### config.mk
export PLATFORM = sky130hd
export DESIGN_NAME = fetch_ctrl
export DESIGN_NICKNAME = d
export VERILOG_FILES = /design/src/rtl/fetch_ctrl.sv
export SDC_FILE = /design/constraint.sdc
export NUM_CORES = 1
export LEC_CHECK = 0
export CAP_MARGIN = 20
export CORE_ASPECT_RATIO = 1.1
export CORE_MARGIN = 2
export CORE_UTILIZATION = 45
export DETAILED_ROUTE_END_ITERATION = 8
export PLACE_DENSITY = 0.84
export RECOVER_POWER = 100
export SLEW_MARGIN = 20
export SYNTH_ARGS = -nofsm -noshare
export SYNTH_HDL_FRONTEND = slang
export SYNTH_SLANG_ARGS = --single-unit
export TNS_END_PERCENT = 50
### constraint.sdc
create_clock -name clk -period 3.8 [get_ports clk]
set_clock_uncertainty 0.15 [all_clocks]
set_input_delay 0.38 -clock clk [delete_from_list [all_inputs] [get_ports clk]]
set_output_delay 0.38 -clock clk [all_outputs]
set_load 0.02 [all_outputs]
### src/rtl/fetch_ctrl.sv
// fetch_ctrl - fetch-stage sequencer for the RV32I pipeline.
//
// Drives the PC unit (pc_write, pc_src, tgt) and the instruction-memory
// request, and generates IF/ID and ID/EX stall/flush controls for load-use
// hazards, taken branches, jumps and halts. A redirect that arrives while a
// fetch is still outstanding is parked in tgt_q/kind_q until that fetch
// is granted.
//
// Ports:
//   clk, rst_n        clock, asynchronous active-low reset
//   imem_req/gnt      instruction fetch request / grant handshake
//   id_load_use       load-use hazard detected in ID
//   ex_br_taken       taken conditional branch in EX
//   ex_jump           JAL/JALR in EX
//   ex_halt           ecall/ebreak in EX
//   ex_target         redirect target from EX
//   resume            leave HALT
//   pc_write, pc_src  PC unit controls (00 pc+4, 01 branch, 10 jump)
//   tgt               redirect target to the PC unit
//   if_id_write       IF/ID capture enable
//   if_id_flush       IF/ID bubble (overrides if_id_write)
//   id_ex_flush       ID/EX bubble
//   halted            high while in HALT
//
// state | meaning
// ------+--------------------------------------------------------------
// RUN   | normal fetch; redirects with a grant are applied immediately
// REDIR | branch/jump waiting for the wrong-path fetch to be granted
// DRAIN | halt waiting for the wrong-path fetch to be granted
// HALT  | fetch stopped, pipeline held in bubbles until resume

module fetch_ctrl #(
  parameter int XLEN = 32
) (
  input  logic            clk,
  input  logic            rst_n,
  output logic            imem_req,
  input  logic            imem_gnt,
  input  logic            id_load_use,
  input  logic            ex_br_taken,
  input  logic            ex_jump,
  input  logic            ex_halt,
  input  logic [XLEN-1:0] ex_target,
  input  logic            resume,
  output logic            pc_write,
  output logic [1:0]      pc_src,
  output logic [XLEN-1:0] tgt,
  output logic            if_id_write,
  output logic            if_id_flush,
  output logic            id_ex_flush,
  output logic            halted
);

  localparam logic [1:0] ST_RUN   = 2'd0;
  localparam logic [1:0] ST_REDIR = 2'd1;
  localparam logic [1:0] ST_DRAIN = 2'd2;
  localparam logic [1:0] ST_HALT  = 2'd3;

  localparam logic [1:0] SRC_SEQ  = 2'b00;
  localparam logic [1:0] SRC_BR   = 2'b01;
  localparam logic [1:0] SRC_JMP  = 2'b10;

  logic [1:0]      state_q, state_d;
  logic [1:0]      kind_q, kind_d;
  logic [XLEN-1:0] tgt_q, tgt_d;
  logic [1:0]      redir_kind;

  // Jump wins over a simultaneous taken branch.
  assign redir_kind = ex_jump ? SRC_JMP : SRC_BR;

  // The parked target is only meaningful while waiting out the old fetch.
  assign tgt = (state_q == ST_REDIR || state_q == ST_DRAIN) ? tgt_q : ex_target;

  always_ff @(posedge clk or negedge rst_n) begin
    if (!rst_n) begin
      state_q <= ST_RUN;
      kind_q  <= SRC_BR;
      tgt_q   <= '0;
    end else begin
      state_q <= state_d;
      kind_q  <= kind_d;
      tgt_q   <= tgt_d;
    end
  end

  always_comb begin
    state_d     = state_q;
    kind_d      = kind_q;
    tgt_d       = tgt_q;
    imem_req    = 1'b0;
    pc_write    = 1'b0;
    pc_src      = SRC_SEQ;
    if_id_write = 1'b0;
    if_id_flush = 1'b0;
    id_ex_flush = 1'b0;
    halted      = 1'b0;

    case (state_q)
      ST_RUN: begin
        imem_req = 1'b1;
        if (ex_halt) begin
          if_id_flush = 1'b1;
          id_ex_flush = 1'b1;
          if (imem_gnt) begin
            pc_write = 1'b1;
            pc_src   = SRC_JMP;
            state_d  = ST_HALT;
          end else begin
            tgt_d   = ex_target;
            kind_d  = SRC_JMP;
            state_d = ST_DRAIN;
          end
        end else if (ex_br_taken || ex_jump) begin
          if_id_flush = 1'b1;
          id_ex_flush = 1'b1;
          if (imem_gnt) begin
            pc_write = 1'b1;
            pc_src   = redir_kind;
          end else begin
            tgt_d   = ex_target;
            kind_d  = redir_kind;
            state_d = ST_REDIR;
          end
        end else if (id_load_use) begin
          // Freeze PC and IF/ID; a grant this cycle is simply refetched.
          id_ex_flush = 1'b1;
        end else begin
          pc_write    = imem_gnt;
          if_id_write = imem_gnt;
          if_id_flush = !imem_gnt;
        end
      end

      ST_REDIR, ST_DRAIN: begin
        imem_req    = 1'b1;
        if_id_flush = 1'b1;
        if (imem_gnt) begin
          pc_write = 1'b1;
          pc_src   = kind_q;
          state_d  = (state_q == ST_REDIR) ? ST_RUN : ST_HALT;
        end
      end

      default: begin
        if_id_flush = 1'b1;
        id_ex_flush = 1'b1;
        halted      = 1'b1;
        if (resume) state_d = ST_RUN;
      end
    endcase
  end

endmodule

Word-level counts from Yosys, hierarchy flattened

Cells that the tools add are included.

Register bits after elaboration: 36
Input bits: 40
Output and inout port bits: 40
Word-level logic and storage cells: 62

Equal/unequal tests: 7
Mux-type cells: 41
Reductions and logical operators: 11

Operator list:

| kind               | number |
|---|---|
| $mux 32            | 4 |
| $mux 2             | 16 |
| $mux 1             | 17 |
| $pmux 2 s2         | 2 |
| $reduce_and 4->1   | 2 |
| $ne 2x2->1 const B | 3 |
| $ne 3x3->1 const B | 2 |
| $pmux 1 s2         | 2 |
| $reduce_bool 3->1  | 1 |
| $reduce_or 3->1    | 1 |
| $eq 2x1->1 const B | 1 |
| $eq 2x2->1 const B | 1 |
| $logic_not 2->1    | 1 |
| $logic_or 1x1->1   | 2 |
| $reduce_and 2->1   | 1 |
| $reduce_bool 2->1  | 1 |
| $reduce_or 2->1    | 1 |
| $logic_not 1->1    | 1 |

Depth between registers and ports, before layout

Gate-level depths: netlist (run 1).

Word-level depth: 5
Mapped depth: 7
Gate-level depth less buffers: 5

Least setup slack after synthesis (run 1)

OpenSTA, ideal clock, no wires.

Kind: flip-flop to output port
Start: register state_q[0]
End: output pc_src[1]
Data arrival time: 1.524 ns
Required time: 3.270 ns
Setup slack: 1.746 ns
Cell stages (with the launch flop): 7
Path buffers: 2
Cells stage by stage: dfrtp_1 > inv_1 > ha_1 > buf_2 > buf_2 > nand2_1 > a21oi_1

Cells in the longest elaborated chain, start to end: 3
Elaborated cells on any way between the ends: 5
Classes of those cells: 2 x eq/ne; 1 x mux; 2 x reduce/logical

Ends and longest elaborated chain:

| element                                         | RTL line | RTL |
|---|---|---|
| start, declared                                 | 63       | `logic [1:0] state_q, state_d;` |
| start signal, assigned                          | 80       | `state_q <= state_d;` |
| $eq 2x1->1 / $eq 2x2->1 (equally long branches) | 98       | `case (state_q)` |
| $reduce_or 2->1                                 | --       |  |
| $pmux 2 s2 (*)                                  | 98       |  |
| end, declared                                   | 46       | `output logic [1:0] pc_src,` |

Mark *: on every way between the ends. The rest lies on a longest branch, timed or not.

Worst setup path in the final report (run 1)

Start: register state_q[1]
End: output tgt[5]

Cells in the longest elaborated chain, start to end: 3
Elaborated cells on any way between the ends: 4
Classes of those cells: 2 x eq/ne; 1 x mux; 1 x reduce/logical

Ends and longest elaborated chain:

| element                                         | RTL line | RTL |
|---|---|---|
| $eq 2x1->1 / $eq 2x2->1 (equally long branches) | 72       | `assign tgt = (state_q == ST_REDIR \|\| state_q == ST_DRAIN) ? tgt_q : ex_target;` |
| $logic_or 1x1->1 (*)                            | 72       |  |
| $mux 32 (*)                                     | 72       |  |
| end, declared                                   | 47       | `output logic [XLEN-1:0] tgt,` |

Marks and branches as above.

==> results of run 1 <==
power by group:
part	internal (mW)	total (mW)	switching, mW
clock	0.124	0.250	0.125
sequential	0.584	0.684	0.0997
combinational	1.03	1.92	0.889
cells in the mapped netlist, types with 2 or more instances:
cell	instances	area (um^2)
a21oi_1	2	10.0
o21ai_0	2	10.0
mux2_1	2	22.5
nor2b_1	2	12.5
nor2_1	2	7.51
buf_6	3	33.8
buf_2	4	20.0
ha_1	2	25.0
nand2_1	4	15.0
mux2_2	64	721
inv_1	5	18.8
dfrtp_1	35	876
per-stage QoR:
| step | total power [mW] | utilization | area, um^2 | instances |
|---|---|---|---|---|
| final | 2.86 | 0.667 | 2820 | 280 |
| after global routing | 3.02 | 0.667 | 2820 | 280 |
| after CTS | 2.98 | 0.673 | 2840 | 280 |
| after detailed placement | 2.70 | 0.655 | 2770 | 273 |
| after global placement | 2.69 | 0.655 | 2770 | 273 |
| after floorplan | 1.95 | - | 1940 | 144 |
registers in the layout, summed over array words and instances, names as in the netlist:
signal,cells
kind_q,2
state_q,2
tgt_q,32
cell type report:
| type | instances | area, um^2 |
|---|---|---|
| clock buffer | 6 | 72.6 |
| clock inverter | 1 | 5.00 |
| fill | 352 | 1410 |
| inverter | 5 | 18.8 |
| multi-input combinational | 95 | 945 |
| sequential | 36 | 902 |
| tap | 54 | 67.6 |
| timing repair buffer | 83 | 807 |
routing by layer:
metal	share of wire	routed length (um)	vias up
met5	0	0	-
met3	0.067	272	8
met2	0.50	2030	48
met1	0.41	1670	709
li1	-	-	685
met4	0.019	78	0
logic make-up (layout without fill, tap and decap cells):
logic type / after synthesis / in the layout
AO/OA/AOI/OAI: 10 / 10
buffers and inverters: 13 / 95
multiplexers: 67 / 67
AND/OR/NAND/NOR: 16 / 16
adder cells (fa/ha/maj): 2 / 2
flip-flops: 36 / 36
how the worst min path moves through the flow:
stage               slack [ns]  startpoint        end
CTS                       0.35   tgt_q[18]  tgt_q[18]
global placement          0.32   tgt_q[18]  tgt_q[18]
global route              0.36   tgt_q[15]  tgt_q[15]
detailed placement        0.33   tgt_q[18]  tgt_q[18]
finish                    0.35   tgt_q[27]  tgt_q[27]
floorplan                -0.07       rst_n  kind_q[1]
layout by cell type (no fill, tap or decap), types with 4 or more instances in the layout:
cell              n
clkdlybuf4s50_1  56
dlygate4sd3_1    23
mux2_2           64
clkbuf_8          5
dfrtp_1          35
nand2_1           4
clkbuf_1          4
inv_1             5
worst max-delay path, cell delays in order (launching register included):
cell and delay, ns:
dfrtp_1 0.39, inv_1 0.09, ha_1 0.83, clkbuf_1 0.39, mux2_2 0.38, clkdlybuf4s50_1 0.54
==> impl_metrics.ini, run 1 <==
[clock_tree]
cts_tree = built
cts_setup_buffers = 0
clock_path_buffers = 2
cts_inserted_buffers = 5
htree_num_levels = 2
hold_buffers = 0
clock_sinks = 36
clkTransAtPathRegs_ns = 0.07
clk_latency_ns = 0.29
cts-root-buf = clkbuf_8
cts_resized = 0

[floorplan]
die_w_um = 66.6
rows = 25
dieArea_mm2 = 0.00485
die_h_um = 72.8
start_util = 0.459
core_area_mm2 = 0.00422
pin_count = 80

[synthesis]
synth_edf_count = 0
synthAdderAreaFrac = 0.0129
seq_area_frac_synth = 0.465
synthCells = 144
synthDistinctLibCells = 29
ys_warn_count = 0
synth_top_family_by_area = multiplexers
syn_nets = 186
syn_area_per_cell_um2 = 13.5
ys_seq_elements = 36
synth_compound_gate_area_share = 0.0349
synth-simple-area-share = 0.0568
syn_area_mm2 = 0.00194
muxShareOfSynthArea = 0.389
ys.flop_type = dfrtp_1
async_flop_share = 1.00
synth_xor_area_frac = 0

[setup_path]
startpoint_type = flop
r2r_setup_slack_ns = 0.56
rr_startpoint = state_q[1]
critical_path_class = flop to output pin
cp_max_fo = 23
crit_end = tgt[5]
worst_r2r_path_depth = 6
crit_path_end_kind = output pin
crit_start = state_q[1]
arrival_ns = 2.92
regToRegEndpoint = tgt_q[9]
required_ns = 3.27

[status]
status = finished, violations left
violations = max-capacitance violations, max-slew violations

[placement]
place_congestion = 0.713
port_buffers = 79
place_worst_setup_slack_ns = 0.773
hpwl_um = 2980

[global_route]
grt_pass1_wl_um = 6530
met2_usage = 0.290
grt_util_all_layers = 0.180
grt_overflow_total = 0
grtUsageMet1 = 0.222
use_met3 = 0.0617
grt_most_used_layer = met2
grt_start_max_net_pins = 37
grt_antenna_before_repair = 0
grt_pass1_vias = 1408

[route]
drtIter0Drc = 23
drtPass1Iterations = 4
num_vias = 1450
drc = 0
totalWireLength_um = 4050
vias_per_cell = 5.18
antenna_left = 0
wl_per_cell_um = 14.5

[sta]
setup_viol = 0
setup_ws_ns = 0.354
whs_ns = 0.351
min_period_over_period = 0.907
period_needed_ns = 3.45
rsz0062_at_grt = no
relSlewSlack = -0.250
max_freq_mhz = 290
tns_ns = 0
drv_slew = 72
final_hold_viol_count = 0
worst-slew-pin-transition_ns = 1.87

[min_path]
hold_depth = 1
hold_path.class = flop to flop

[cells_and_area]
drive_gt1_frac = 0.327
syn_to_final_growth_pct = 45.4
antennaDiodeCount = 0
nets = 268

[power_and_ir_drop]
ir_drop_v = 0.000631
p_leak_nw = 1.14
power.density_mw_per_mm2 = 1010

[flow_run]
max_cap_violations = 2
(Power assumes the default switching activity.)
==> inputs of run 2 (changes only) <==
--- a/config.mk
+++ b/config.mk
@@ -16,4 +16,4 @@
 export SYNTH_ARGS = -nofsm -noshare
 export SYNTH_HDL_FRONTEND = slang
 export SYNTH_SLANG_ARGS = --single-unit
-export TNS_END_PERCENT = 50
+export TNS_END_PERCENT = 20
==> results of run 2 <==
Same layout as run 1: the final DEF is identical, and so are final timing and power.
